**src/rtl/mlp_pkg.sv**
```systemverilog
// rtl/mlp_pkg.sv - shared state encoding and defaults for the MLP layer sequencer
package mlp_pkg;

  typedef enum logic [2:0] {
    ST_IDLE   = 3'd0,
    ST_ISSUE  = 3'd1,
    ST_DRAIN  = 3'd2,
    ST_OUTPUT = 3'd3,
    ST_DONE   = 3'd4
  } mlp_state_t;

  localparam int MLP_MAC_LAT_DEFAULT = 1;

endpackage

```
**src/rtl/mlp_input_buffer.sv**
```systemverilog
// rtl/mlp_input_buffer.sv - neuron input buffer with write protection; index 0 reads the bias
module mlp_input_buffer #(
  parameter int N_INPUTS = 3,
  parameter int IN_WIDTH = 16,
  parameter int BIAS_VAL = 1
) (
  input  logic                          clk,
  input  logic                          rst_n,
  input  logic                          wr_en,
  input  logic [$clog2(N_INPUTS)-1:0]   wr_addr,
  input  logic signed [IN_WIDTH-1:0]    wr_data,
  input  logic                          busy,
  output logic                          wr_err,
  input  logic [$clog2(N_INPUTS)-1:0]   rd_addr,
  output logic signed [IN_WIDTH-1:0]    rd_data
);

  localparam logic signed [IN_WIDTH-1:0] BIAS_W = IN_WIDTH'(BIAS_VAL);

  logic signed [IN_WIDTH-1:0] mem [1:N_INPUTS-1];
  logic                       addr_ok;

  // Slot 0 is the hard-wired bias and is never writable.
  assign addr_ok = (wr_addr != '0) && (int'(wr_addr) < N_INPUTS);

  always_ff @(posedge clk or negedge rst_n) begin
    if (!rst_n) begin
      for (int i = 1; i < N_INPUTS; i++) mem[i] <= '0;
      wr_err <= 1'b0;
    end else begin
      wr_err <= wr_en && (busy || !addr_ok);
      if (wr_en && !busy && addr_ok) mem[wr_addr] <= wr_data;
    end
  end

  always_comb begin
    rd_data = BIAS_W;
    if (rd_addr != '0 && int'(rd_addr) < N_INPUTS) rd_data = mem[rd_addr];
  end

endmodule

```
**src/rtl/mlp_layer_sequencer.sv**
```systemverilog
// rtl/mlp_layer_sequencer.sv - steps one neuron's inputs into a layer and strobes init/accumulate/capture
module mlp_layer_sequencer
  import mlp_pkg::*;
#(
  parameter int N_INPUTS = 3,
  parameter int IN_WIDTH = 16,
  parameter int BIAS_VAL = 1,
  parameter int MAC_LAT  = MLP_MAC_LAT_DEFAULT
) (
  input  logic                          clk,
  input  logic                          rst_n,
  input  logic                          in_wr_en,
  input  logic [$clog2(N_INPUTS)-1:0]   in_wr_addr,
  input  logic signed [IN_WIDTH-1:0]    in_wr_data,
  output logic                          in_wr_err,
  input  logic                          go,
  input  logic                          wgt_wr_active,
  output logic                          busy,
  output logic                          done,
  output logic signed [IN_WIDTH-1:0]    input_value,
  output logic [$clog2(N_INPUTS)-1:0]   input_index,
  output logic                          start,
  output logic                          valid,
  output logic                          output_en
);

  localparam int              AW        = $clog2(N_INPUTS);
  localparam int              CW        = $clog2(MAC_LAT + 2);
  localparam logic [AW-1:0]   LAST_IDX  = AW'(N_INPUTS - 1);
  localparam logic [CW-1:0]   DRAIN_END = CW'(MAC_LAT);

  mlp_state_t                 state, state_nxt;
  logic [CW-1:0]              cnt, cnt_nxt;
  logic                       busy_nxt, start_nxt, valid_nxt, oen_nxt, done_nxt;
  logic [AW-1:0]              idx_nxt;
  logic signed [IN_WIDTH-1:0] val_nxt, rd_data;

  mlp_input_buffer #(
    .N_INPUTS (N_INPUTS),
    .IN_WIDTH (IN_WIDTH),
    .BIAS_VAL (BIAS_VAL)
  ) u_buf (
    .clk     (clk),
    .rst_n   (rst_n),
    .wr_en   (in_wr_en),
    .wr_addr (in_wr_addr),
    .wr_data (in_wr_data),
    .busy    (busy),
    .wr_err  (in_wr_err),
    .rd_addr (input_index),
    .rd_data (rd_data)
  );

  // input_index leads input_value by one cycle to line up with the layer's registered weight read.
  always_comb begin
    state_nxt = state;
    cnt_nxt   = cnt;
    busy_nxt  = busy;
    idx_nxt   = input_index;
    val_nxt   = input_value;
    start_nxt = 1'b0;
    valid_nxt = 1'b0;
    oen_nxt   = 1'b0;
    done_nxt  = 1'b0;
    case (state)
      ST_IDLE, ST_DONE: begin
        state_nxt = ST_IDLE;
        if (go && !wgt_wr_active) begin
          state_nxt = ST_ISSUE;
          busy_nxt  = 1'b1;
          idx_nxt   = '0;
          cnt_nxt   = '0;
        end
      end
      ST_ISSUE: begin
        val_nxt   = rd_data;
        start_nxt = (input_index == '0);
        valid_nxt = (input_index != '0);
        if (input_index == LAST_IDX) begin
          state_nxt = ST_DRAIN;
          cnt_nxt   = '0;
        end else begin
          idx_nxt = input_index + 1'b1;
        end
      end
      ST_DRAIN: begin
        if (cnt == DRAIN_END) begin
          state_nxt = ST_OUTPUT;
          oen_nxt   = 1'b1;
        end else begin
          cnt_nxt = cnt + 1'b1;
        end
      end
      ST_OUTPUT: begin
        state_nxt = ST_DONE;
        done_nxt  = 1'b1;
        busy_nxt  = 1'b0;
      end
      default: state_nxt = ST_IDLE;
    endcase
  end

  always_ff @(posedge clk or negedge rst_n) begin
    if (!rst_n) begin
      state       <= ST_IDLE;
      cnt         <= '0;
      busy        <= 1'b0;
      input_index <= '0;
      input_value <= '0;
      start       <= 1'b0;
      valid       <= 1'b0;
      output_en   <= 1'b0;
      done        <= 1'b0;
    end else begin
      state       <= state_nxt;
      cnt         <= cnt_nxt;
      busy        <= busy_nxt;
      input_index <= idx_nxt;
      input_value <= val_nxt;
      start       <= start_nxt;
      valid       <= valid_nxt;
      output_en   <= oen_nxt;
      done        <= done_nxt;
    end
  end

endmodule
```
**config.mk**
```make
export PLATFORM = sky130hd
export DESIGN_NAME = mlp_layer_sequencer
export DESIGN_NICKNAME = d
export VERILOG_FILES = /design/src/rtl/mlp_pkg.sv /design/src/rtl/mlp_input_buffer.sv /design/src/rtl/mlp_layer_sequencer.sv
export SDC_FILE = /design/constraint.sdc
export NUM_CORES = 1
export LEC_CHECK = 0
export ABC_CLOCK_PERIOD_IN_PS = 4300
export CAP_MARGIN = 30
export CELL_PAD_IN_SITES_DETAIL_PLACEMENT = 0
export CELL_PAD_IN_SITES_GLOBAL_PLACEMENT = 1
export CORE_UTILIZATION = 45
export DETAILED_ROUTE_END_ITERATION = 12
export PLACE_DENSITY_LB_ADDON = 0.2
export SLEW_MARGIN = 30
export SYNTH_ARGS = -nofsm -noshare
export SYNTH_HDL_FRONTEND = slang
export SYNTH_SLANG_ARGS = --single-unit
export TNS_END_PERCENT = 50
```
**constraint.sdc**
```tcl
create_clock -name clk -period 4.3 [get_ports clk]
set_input_delay 0.645 -clock clk [delete_from_list [all_inputs] [get_ports clk]]
set_output_delay 0.645 -clock clk [all_outputs]
set_load 0.05 [all_outputs]
```
* Word level (Yosys, flattened, before mapping)
Cells that the tools add are included.
** Word-level totals
- Bits in registers :: 61
- Bits of input ports :: 23
- Output and inout port bits :: 24
- Word-level logic and storage cells :: 79
** Operators by class
- Add/sub/neg operators :: 2
- $lt $le $gt $ge :: 5
- Equal/unequal tests :: 11
- Multiplexer cells :: 24
- Bitwise logic cells :: 2
- Reductions and logical operators :: 23
** Operators by type and width (count)
- 16-bit two-way mux :: 4
- 16-bit binary-select mux with 2-bit select :: 1
- 32-bit bitwise mux :: 1
- 16-bit demux with 2-bit select :: 1
- 3-bit one-hot mux with 4 select lines :: 1
- 2-bit inequality test (second input constant) :: 5
- 2-bit two-way mux :: 4
- 2-bit nonzero test :: 4
- 1-bit logical AND :: 7
- 1-bit two-way mux :: 7
- 3-bit by 2-bit equality test with 1-bit output (second input constant) :: 2
- 3-bit greater-or-equal comparator (second input constant) :: 2
- 3-bit two-way mux :: 2
- 2-bit inverter with 3-bit output :: 2
- 2-bit one-hot mux with 3 select lines :: 1
- 2-bit by 1-bit adder with 2-bit output (second input constant) :: 2
- 2-bit less-than comparator (second input constant) :: 2
- 2-bit one-hot mux with 2 select lines :: 1
- 2-bit AND reduction :: 2
- 4-bit AND reduction :: 1
- 3-bit by 1-bit equality test with 1-bit output (second input constant) :: 1
- 3-bit equality test (second input constant) :: 1
- 1-bit logical NOT :: 3
- 3-bit logical NOT :: 1
- 9 further kinds :: 9

* Longest topological paths before layout
Gate-level depths: netlist (run 1).
- Word-level depth :: 6
- Depth in mapped cells :: 7
- Depth with buffers taken out :: 5

* By module
From an unflattened synthesis (run 1), not the netlist that was laid out.
** Unflattened totals
- Cells, all modules :: 176
- Area total of the unflattened synthesis :: 2702.6 um^2
** Modules (own cells, without submodules)
- mlp_input_buffer :: instances 1, cells each 100, area each 1565.3 um^2, seq. area each 825.8 um^2
- mlp_layer_sequencer :: instances 1, cells each 76, area each 1137.3 um^2, seq. area each 700.7 um^2

* Worst setup path before layout (run 1)
OpenSTA, ideal clock, no wires.
- Path kind :: in2reg
- Start :: in in_wr_addr[0]
- End :: reg u_buf.mem[0] (netlist name)
- Data arrival time :: 1815 ps
- Path slack :: 2360 ps
- Cell stages on the path :: 7
- Path through :: inv_1 -> ha_1 -> nor2_1 -> and3_1 -> buf_6 -> buf_6 -> mux2_4
** Between the ends
- Longest elaborated chain between the ends :: 6
** Ends and longest elaborated chain
- from (decl) :: RTL line mlp_layer_sequencer.sv:13 : input logic [$clog2(N_INPUTS)-1:0] in_wr_addr,
- 2-bit inverter with 3-bit output (not written as such) :: RTL line mlp_input_buffer.sv:32 : if (wr_en && !busy && addr_ok) mem[wr_addr] <= wr_data;
- 3-bit greater-or-equal comparator (not written as such) or 3-bit by 1-bit less-than comparator with 1-bit output (tied branches) :: RTL line mlp_input_buffer.sv:32
- 1-bit logical AND (not written as such) :: RTL line mlp_input_buffer.sv:32
- 16-bit two-way mux (not written as such) :: RTL line mlp_input_buffer.sv:32
- 16-bit demux with 2-bit select :: RTL line mlp_input_buffer.sv:32
- 32-bit bitwise mux :: RTL line mlp_input_buffer.sv:32
- to (signal, indexed assignment) :: RTL line mlp_input_buffer.sv:32
- to (decl) :: RTL line mlp_input_buffer.sv:20 : logic signed [IN_WIDTH-1:0] mem [1:N_INPUTS-1];
Several ways; a longest one is shown, not always the timed one.
A chain may end at the register's enable or synchronous reset.

* Worst setup path in the final report (run 1)
- Start :: in in_wr_addr[0]
- End :: reg u_buf.mem[10] (netlist name)
Same word-level chain as after synthesis.

==> flow_metrics.py, run 1 <==
metrics = {
    "critical_path": {
        "cp_data_arrival_time_ps": 2530,
        "timing.rr.end": "input_value[3]",
        "cp_cell_sequence": "clkdlybuf4s50_1, inv_1, ha_1, nor2_1, and3_2, mux2_2",
        "cp_max_fo": 16,
        "cp_slowest_cell": "sky130_fd_sc_hd__and3_2",
        "ff2ff_path_depth": 3,
        "worst-setup-path-type": "in2reg",
        "delay_of_the_slowest_critical_path_stage_ps": 540,
        "worst_setup_path_endpoint": "u_buf.mem[10]",
        "setup.worst_path.start": "in_wr_addr[0]",
        "setup.reg_to_reg.worst_slack_ps": 2650,
        "worst_setup_path_end_kind": "register",
        "timing.critical_path.from_type": "input port",
        "required_time_of_the_critical_path_ps": 4520,
        "worst_r2r_startpoint": "state[0]",
    },
    "clock_network": {
        "cts-hold-fix-buffers": 0,
        "post-cts-setup-buffer-count": 0,
        "clockBufferDepth": 2,
        "numCtsBuffers": 9,
        "clock_latency_ps": 340,
        "post_cts_resized": 0,
        "clk_pin_slew_worst_paths_ps": 60,
        "cts_root_buffer_type": "sky130_fd_sc_hd__clkbuf_8",
        "htreeDepth": 3,
        "tritoncts_clock_tree": "yes",
        "clkSinkCount": 61,
    },
    "synth": {
        "yosys.area.top_type_share_pct": 56.2,
        "yosys_most_used_dff": "sky130_fd_sc_hd__dfrtp_1",
        "synth.avg_cell_area_sq_um": 13.7,
        "postSynthNetCount": 227,
        "synth_seq_area_share_pct": 56.2,
        "post_synth_top_cells": "sky130_fd_sc_hd__dfrtp_1, sky130_fd_sc_hd__mux2_4, sky130_fd_sc_hd__a22oi_1",
        "post-synth-top-count-cell": "sky130_fd_sc_hd__dfrtp_1",
        "synth_area_sq_mm": 0.00272,
        "post_synth_inst_count": 199,
        "synth.top_cells.by_area": "sky130_fd_sc_hd__dfrtp_1, sky130_fd_sc_hd__mux2_4, sky130_fd_sc_hd__mux2_2",
        "postSynth.asyncResetShare_pct": 100,
        "synth_register_bits": 61,
        "ys_types": 34,
        "synth_enable_flop_cells": 0,
        "yosysTopAreaCell": "sky130_fd_sc_hd__dfrtp_1",
        "yosysWarningCount": 0,
    },
    "routing": {
        "avgRoutedWirePerCell_microns": 15.8,
        "detailroute.via_count": 1681,
        "drt-total-wl_microns": 5130,
        "drt_iter0_markers": 75,
        "drt_pre_antenna_iters": 4,
        "route.detailed.drc": 0,
        "vias_per_inst": 5.19,
        "ant_nets": 0,
    },
    "placement": {
        "gp_congestion": 0.759,
        "detailed_place_hpwl_microns": 3360,
        "port_buffers": 46,
        "dpl.cell_count": 308,
    },
    "sta": {
        "skew_ps": 6.04,
        "setup_tns_ps": 0,
        "slew-limit-headroom_pct": 44.2,
        "maxSlewViolCount": 0,
        "setup_viol": 0,
        "setup_repair_after_global_routing_missed_its_margin": "no",
        "period_utilisation_layout_pct": 53.9,
        "worst-slew-pin-transition_ps": 836,
        "fmaxAchievable_mhz": 432,
        "final-hold-violation-count": 0,
        "fin_crit_ps": 2320,
    },
    "power_and_ir_drop": {
        "worst_ir_drop_vdd_mv": 0.365,
        "netSwitchingFraction_pct": 36.4,
        "cellLeakagePower_uw": 0.00153,
        "power.density_mw_per_mm2": 625,
        "power.internal_uw": 1350,
        "psw_uw": 771,
        "clkPwrFrac_pct": 24.8,
        "combinationalPowerShare_pct": 36.0,
        "seqPwrFrac_pct": 39.1,
    },
    "die": {
        "design.die.area_sq_mm": 0.00635,
        "die_h_microns": 79.7,
        "die_x_microns": 79.7,
        "core-area_sq_mm": 0.00568,
        "starting_utilization_of_the_core_area_pct": 47.9,
        "placementRows": 27,
        "floorplan.io_pins": 47,
    },
    "final_layout": {
        "total_inserted_antenna_cells": 0,
        "multi_input_area_sq_mm": 0.00106,
        "instances_no_fill": 324,
        "register_area_sq_mm": 0.00153,
        "layout_cells_sized_above_1_pct": 30.2,
        "layout.filler_cells": 475,
        "syn_to_final_growth_pct": 24.7,
        "utilization_pct": 59.7,
        "num-nets-final": 275,
    },
    "min_path": {
        "worstHoldPathType": "in2async",
    },
    "grt": {
        "grt_pass1_wl_microns": 8650,
        "grt_use_total_pct": 18.8,
        "grt_antenna_before_repair": 0,
        "largest_net_degree_at_the_start_of_global_routing": 46,
        "globalRoute.totalOverflow": 0,
        "grt_pass1_vias": 1717,
    },
    "job": {
        "drv_cap": 0,
    },
    "status": {
        "outcome": "finished, final reports clean",
    },
}
[kinds of logic after synthesis]
kind of cell             share of synthesized area [%]
buffers and inverters                             4.88
flip-flops                                        56.2
adder cells (fa/ha/maj)                           2.30
multiplexers                                      17.1
AO/OA/AOI/OAI                                     10.1
AND/OR/NAND/NOR                                   9.39
[sequential cells by signal, summed over array words and instances (netlist names)]
name	cells
state	3
busy	1
u_buf.mem	32
start	1
done	1
input_index	2
valid	1
cnt	2
output_en	1
u_buf.wr_err	1
input_value	16
[layout make-up]
cell class | count | area share, %
sequential | 61 | 45.1
multi-input combinational | 120 | 31.3
timing repair buffer | 49 | 14.1
clock buffer | 12 | 4.87
tap | 72 | 2.66
clock inverter | 4 | 1.33
inverter | 6 | 0.665
[power by group through the flow]
stage          registers, uW  logic, uW  clock network (uW)
2_1_floorplan            979        440                   0
3_3_place_gp             836        765                   0
3_5_place_dp             839        772                   0
4_1_cts                  830        775                 540
5_1_grt                  852        820                 563
6_report                 828        763                 525
[worst min-delay path by stage]
stage                      endpoint             from  cells after the start  slack, ps
floorplan                      busy            rst_n                      0        350
global placement    input_value[13]  input_value[13]                      2        460
global route        input_value[15]            rst_n                      1        240
CTS                 input_value[15]            rst_n                      1        230
detailed placement   input_value[8]   input_value[8]                      2        470
finish               input_value[8]            rst_n                      1        230
[placed cells by master (no fill, tap or decap), drive strengths merged, types with 2 or more instances in the layout]
master	n
clkinv	3
or3b	3
mux2i	3
o21ai	18
nand2	20
dfrtp	61
and3	2
buf	4
ha	5
nor2b	3
nor3b	3
a22oi	15
nor2	5
and2	2
clkbuf	12
mux2	32
clkdlybuf4s50	45
inv	6
[per-stage QoR]
step                      setup slack [ps]  hold slack, ps  power [uW]  instance area [sq um]
after floorplan                       2360             349        1420                   2720
after global placement                1350             463        1600                   3180
after detailed placement              1310             469        1610                   3180
after CTS                             1650             231        2140                   3390
after global routing                  1880             243        2230                   3390
final                                 1980             232        2120                   3390
[routing by layer]
layer / GRT usage (%) / wire [microns] / up-vias
met3: 5.60 / 189 / 11
met1: 23.3 / 2380 / 837
li1: - / - / 796
met5: 0 / 0 / -
met4: 8.55 / 111 / 0
met2: 30.1 / 2450 / 37
[worst max-delay path: cells and delay by family]
family	cells	cell delay, ps
and+or+nand+nor	2	680
buffers and inverters	2	520
muxes	1	400
adders and majority gates	1	280
No activity file was read; power rests on OpenSTA's default activity.
==> run 2, diff against run 1 <==
Settings changed: ABC_CLOCK_PERIOD_IN_PS 4300 to 2300, CORE_UTILIZATION 45 to 43.
Clock period 4.3 ns to 2.3 ns, I/O delays scaled along.
==> run 2 against run 1 <==
Effect of this change:
- first-iteration DRC count increased by 39%
- total power up 81%
- cell area up 0.48%
- register-to-register slack got worse by 2000 ps
- routed wire length up 0.41%
- critical path type is now reg2out
- largest cell class unchanged
- largest power group unchanged
- highest routed layer unchanged
==> flow_metrics.py, run 2 (synthesized netlist as in run 1, its figures left out) <==
metrics = {
    "final_layout": {
        "registers.top_by_ff_count": "u_buf.mem",
        "final_cell_mix": "sky130_fd_sc_hd__dfrtp_1, sky130_fd_sc_hd__clkdlybuf4s50_1, sky130_fd_sc_hd__mux2_4",
        "utilization_pct": 56.5,
        "total_inserted_antenna_cells": 0,
        "layout_cells_sized_above_1_pct": 29.8,
        "biggestRegsByFlops": "u_buf.mem: 32 flops, input_value: 16 flops, state: 3 flops",
        "syn_to_final_growth_pct": 25.3,
        "largest_register_ffs": 32,
        "most_frequent_standard_cell_in_the_layout_excluding_fill_and_tap_cells": "sky130_fd_sc_hd__dfrtp_1",
        "instances_no_fill": 330,
        "num-nets-final": 278,
    },
    "critical_path": {
        "crit_family": "buffers and inverters",
        "setup.worst_path.start": "input_index[1]",
        "ff2ff_path_depth": 3,
        "cp_data_arrival_time_ps": 1600,
        "cp_cell_sequence": "clkdlybuf4s50_1",
        "path_depth": 1,
        "delay_of_the_slowest_critical_path_stage_ps": 840,
        "cp_max_fo": 5,
        "required_time_of_the_critical_path_ps": 1960,
        "worst_r2r_startpoint": "state[0]",
        "timing.critical_path.from_type": "register",
        "cp_slowest_cell": "sky130_fd_sc_hd__clkdlybuf4s50_1",
        "worst-setup-path-type": "reg2out",
        "critical_path.n_buffers_inverters": 1,
        "worst_setup_path_end_kind": "primary output",
    },
    "routing": {
        "drt-total-wl_microns": 5150,
        "drt_iter0_markers": 104,
        "vias_per_inst": 5.10,
        "drt_pre_antenna_iters": 4,
        "route.detailed.drc": 0,
        "detailroute.via_count": 1683,
        "ant_nets": 0,
        "avgRoutedWirePerCell_microns": 15.6,
    },
    "die": {
        "die_x_microns": 81.5,
        "design.die.area_sq_mm": 0.00664,
        "starting_utilization_of_the_core_area_pct": 45.1,
        "placementRows": 28,
        "die_h_microns": 81.5,
        "core-area_sq_mm": 0.00603,
        "floorplan.io_pins": 47,
    },
    "placement": {
        "port_buffers": 46,
        "dpl.cell_count": 314,
        "detailed_place_hpwl_microns": 3370,
        "gp_congestion": 0.723,
    },
    "sta": {
        "worst-slew-pin-transition_ps": 814,
        "period_utilisation_layout_pct": 84.8,
        "skew_ps": 6.97,
        "fin_crit_ps": 1950,
        "slew-limit-headroom_pct": 45.8,
        "setup_repair_after_global_routing_missed_its_margin": "no",
        "setup_viol": 0,
        "setup_tns_ps": 0,
        "final-hold-violation-count": 0,
        "fmaxAchievable_mhz": 513,
        "maxSlewViolCount": 0,
    },
    "clock_network": {
        "post_cts_resized": 0,
        "clkSinkCount": 61,
        "post-cts-setup-buffer-count": 0,
        "clockBufferDepth": 2,
        "tritoncts_clock_tree": "yes",
        "cts-hold-fix-buffers": 0,
        "clk_pin_slew_worst_paths_ps": 70,
        "htreeDepth": 3,
        "cts_root_buffer_type": "sky130_fd_sc_hd__clkbuf_8",
        "clock_latency_ps": 330,
        "numCtsBuffers": 9,
    },
    "min_path": {
        "worstHoldPathType": "in2async",
    },
    "grt": {
        "globalRoute.totalOverflow": 0,
        "grt_pass1_wl_microns": 8680,
        "grt_pass1_vias": 1746,
        "grt_use_total_pct": 18.0,
        "grt_antenna_before_repair": 0,
        "largest_net_degree_at_the_start_of_global_routing": 62,
    },
    "power_and_ir_drop": {
        "cellLeakagePower_uw": 0.00153,
        "power.density_mw_per_mm2": 1120,
        "worst_ir_drop_vdd_mv": 0.543,
        "post-layout-total-power_uw": 3830,
    },
    "job": {
        "drv_cap": 0,
    },
    "status": {
        "outcome": "finished, final reports clean",
    },
}
run 2: cell count changes in the layout (fill, tap and decap cells not counted), sizes merged:
cell and change:
clkinvlp +1, buf +3, bufinv -1
run 2: path summary, 6_finish.rpt:
check / slack, ps / end
worst max-delay path: 350 / input_index[1]
worst min-delay path: 10 / input_value[12]
worst max register to register: 650 / input_value[1]
worst min register to register: 480 / input_value[14]
max in group asynchronous: 2020 / u_buf.mem[19]
min in group clk: 480 / input_value[14]
run 2: per-layer routing:
layer / GRT usage (%) / share of wire, % / vias to the layer above
li1: - / - / 804
met1: 24.5 / 50 / 831
met2: 26.5 / 44 / 40
met3: 4.44 / 4.1 / 8
met4: 9.11 / 1.9 / 0
met5: 0 / 0 / -
run 2: where the power goes:
group | switching, uW | leakage [uW] | internal [uW] | total [uW]
combinational | 844 | 0.000630 | 580 | 1420
sequential | 198 | 0.000811 | 1350 | 1550
clock | 406 | 0.0000921 | 445 | 851
total | 1450 | 0.00153 | 2380 | 3830
run 2: through the flow:
stage	cell area, sq um	setup slack, ps	hold slack (ps)
floorplan	2720	449	49.4
global placement	3230	129	379
detailed placement	3230	82.9	383
CTS	3400	350	22.1
global route	3400	284	26.1
finish	3400	351	10.2
run 2: final cells by class:
type	instances	area, sq um
inverters	6	22.5
clock inverters	4	22.5
fillers	510	2620
well taps	75	93.8
flip-flops and latches	61	1530
clock buffers	12	155
multi-input cells	120	1060
repair buffers	52	526
==> run 3, diff against run 2 <==
Settings changed: ABC_CLOCK_PERIOD_IN_PS 2300 to 1550, CORE_UTILIZATION 43 to 38.
Clock period 2.3 ns to 1.55 ns, I/O delays scaled along.
==> run 3 against run 2 <==
Effect of this change:
- clock skew decreased by 3.5 ps
- final cell count increased by 9.1%
- global-route usage decreased by 1.6 points
- register-to-register slack got worse by 610 ps
- combinational power increased by 69%
- cell area increased by 4.7%
- first-iteration DRC count decreased by 60%
- routed wire length increased by 5.7%
- core utilization decreased by 4.6 points
- clock power increased by 39%
- sequential power increased by 49%
- critical path depth increased by 3
- critical path type is now reg2reg
- largest power group is now combinational logic
==> flow_metrics.py, run 3 (synthesized netlist as in run 1, its figures left out) <==
metrics = {
    "status": {
        "outcome": "finished, final reports clean",
    },
    "power_and_ir_drop": {
        "netSwitchingFraction_pct": 37.7,
        "psw_uw": 2220,
        "post-layout-total-power_uw": 5890,
        "cellLeakagePower_uw": 0.00165,
        "seqPwrFrac_pct": 39.2,
        "power.density_mw_per_mm2": 1650,
        "clkPwrFrac_pct": 20.0,
        "power.internal_uw": 3670,
        "combinationalPowerShare_pct": 40.8,
        "worst_ir_drop_vdd_mv": 0.625,
    },
    "placement": {
        "port_buffers": 46,
        "gp_congestion": 0.703,
        "detailed_place_hpwl_microns": 3610,
    },
    "final_layout": {
        "multi_input_area_sq_mm": 0.00110,
        "final_cell_mix": "sky130_fd_sc_hd__dfrtp_1, sky130_fd_sc_hd__buf_4, sky130_fd_sc_hd__mux2_4",
        "total_inserted_antenna_cells": 0,
        "registers.top_by_ff_count": "u_buf.mem",
        "layout.filler_cells": 617,
        "num-nets-final": 288,
        "biggestRegsByFlops": "u_buf.mem: 32 flops, input_value: 16 flops, state: 3 flops",
        "most_frequent_standard_cell_in_the_layout_excluding_fill_and_tap_cells": "sky130_fd_sc_hd__dfrtp_1",
        "layout_cells_sized_above_1_pct": 45.1,
        "syn_to_final_growth_pct": 31.2,
        "register_area_sq_mm": 0.00153,
        "largest_register_ffs": 32,
    },
    "routing": {
        "drt-total-wl_microns": 5440,
        "avgRoutedWirePerCell_microns": 15.1,
        "detailroute.via_count": 1709,
        "drt_pre_antenna_iters": 4,
        "ant_nets": 0,
        "vias_per_inst": 4.75,
        "route.detailed.drc": 0,
        "drt_iter0_markers": 42,
    },
    "grt": {
        "grt_pass1_wl_microns": 8990,
        "grt_antenna_before_repair": 0,
        "globalRoute.totalOverflow": 0,
        "grt_pass1_vias": 1766,
        "largest_net_degree_at_the_start_of_global_routing": 62,
        "grt_use_total_pct": 16.3,
    },
    "clock_network": {
        "clockBufferDepth": 2,
        "cts_root_buffer_type": "sky130_fd_sc_hd__clkbuf_8",
        "clk_pin_slew_worst_paths_ps": 60,
        "tritoncts_clock_tree": "yes",
        "clkSinkCount": 61,
        "numCtsBuffers": 9,
        "clock_latency_ps": 320,
        "htreeDepth": 3,
    },
    "critical_path": {
        "worst-setup-path-type": "reg2reg",
        "cp_data_arrival_time_ps": 1750,
        "required_time_of_the_critical_path_ps": 1790,
        "setup.worst_path.start": "input_index[1]",
        "cp_max_fo": 5,
        "timing.critical_path.from_type": "register",
        "worst_setup_path_end_kind": "register",
        "worst_r2r_startpoint": "input_index[1]",
    },
    "die": {
        "die_x_microns": 86.6,
        "starting_utilization_of_the_core_area_pct": 39.6,
        "design.die.area_sq_mm": 0.00749,
        "core-area_sq_mm": 0.00687,
        "floorplan.io_pins": 47,
        "placementRows": 30,
        "die_h_microns": 86.6,
    },
    "sta": {
        "fmaxAchievable_mhz": 662,
        "setup_viol": 0,
        "whs_ps": 450,
        "setup_repair_after_global_routing_missed_its_margin": "no",
        "period_utilisation_layout_pct": 97.5,
        "slew-limit-headroom_pct": 69.7,
        "final-hold-violation-count": 0,
        "worst-slew-pin-transition_ps": 452,
        "fin_crit_ps": 1510,
        "skew_ps": 3.49,
        "maxSlewViolCount": 0,
    },
    "job": {
        "drv_cap": 0,
    },
    "min_path": {
        "worstHoldPathType": "in2async",
    },
}
## run 3: cell count changes in the layout (fill, tap and decap cells not counted), moves of 2 or more
cell,delta
sky130_fd_sc_hd__and3_1,-2
sky130_fd_sc_hd__and3_4,+2
sky130_fd_sc_hd__buf_4,+27
sky130_fd_sc_hd__dlygate4sd2_1,+2
sky130_fd_sc_hd__buf_16,+2
sky130_fd_sc_hd__dfrtp_1,-3
sky130_fd_sc_hd__buf_12,+4
sky130_fd_sc_hd__clkdlybuf4s50_1,-26
sky130_fd_sc_hd__dfrtp_2,+3
## run 3: worst max-delay path, stage by stage (launching register included)
cell	delay [ps]
sky130_fd_sc_hd__dfrtp_2	450
sky130_fd_sc_hd__ha_4	170
sky130_fd_sc_hd__or3b_4	400
sky130_fd_sc_hd__a21oi_4	210
sky130_fd_sc_hd__mux2i_1	200
## run 3: path summary, 6_finish.rpt
kind | to | slack [ps] | cells after the start
max | input_index[1] | 40 | 4
min | cnt[0] | 450 | 3
max reg2reg | input_index[1] | 40 | 4
min reg2reg | input_value[13] | 480 | 2
max in group asynchronous | busy | 810 | 3
min in group clk | input_value[13] | 480 | 2
## run 3: final cells by class
cell class	count	share of cell area (%)
sequential	61	42.9
timing repair buffer	62	17.7
inverter	6	0.632
clock inverter	5	0.772
tap	96	3.37
multi-input combinational	120	30.7
clock buffer	10	3.86
## run 3: metal layers
layer,up-vias,track usage [%],share of wire [%]
met2,35,24.3,46
met3,6,3.43,3.7
met1,849,23.0,49
met5,-,0,0
met4,0,7.42,0.81
li1,819,-,-
## run 3: what timing repair did
item | 4_1_cts | 5_1_grt
hold buffers | 1 | 0
gates cloned | 2 | 0
endpoints found under the setup margin | 42 | 3
pin swaps | 4 | 2
buffers inserted | 0 | 0
endpoints found under the hold margin | 61 | 0
gates resized for setup | 10 | 2
## run 3: power by group through the flow
| stage | clock network (uW) | registers (uW) | logic, uW |
|---|---|---|---|
| finish | 1180 | 2310 | 2400 |
| global route | 1290 | 2360 | 2590 |
| CTS | 1230 | 2300 | 2450 |
| detailed placement | 0 | 2310 | 2420 |
| global placement | 0 | 2300 | 2400 |
| floorplan | 0 | 2720 | 1220 |
## run 3: metrics by stage
| step | cell area, sq um | worst slack, ps | setup TNS, ps | util, % | std cells |
|---|---|---|---|---|---|
| 6_report | 3560 | 38.8 | 0 | 51.9 | 360 |
| 5_1_grt | 3560 | 7.60 | 0 | 51.9 | 360 |
| 4_1_cts | 3570 | -31.5 | -50.6 | 51.9 | 362 |
| 3_5_place_dp | 3320 | -500 | -15270 | 48.3 | 344 |
| 3_3_place_gp | 3320 | -471 | -14740 | 48.3 | 344 |
| 2_1_floorplan | 2730 | -58.0 | -116 | - | 199 |
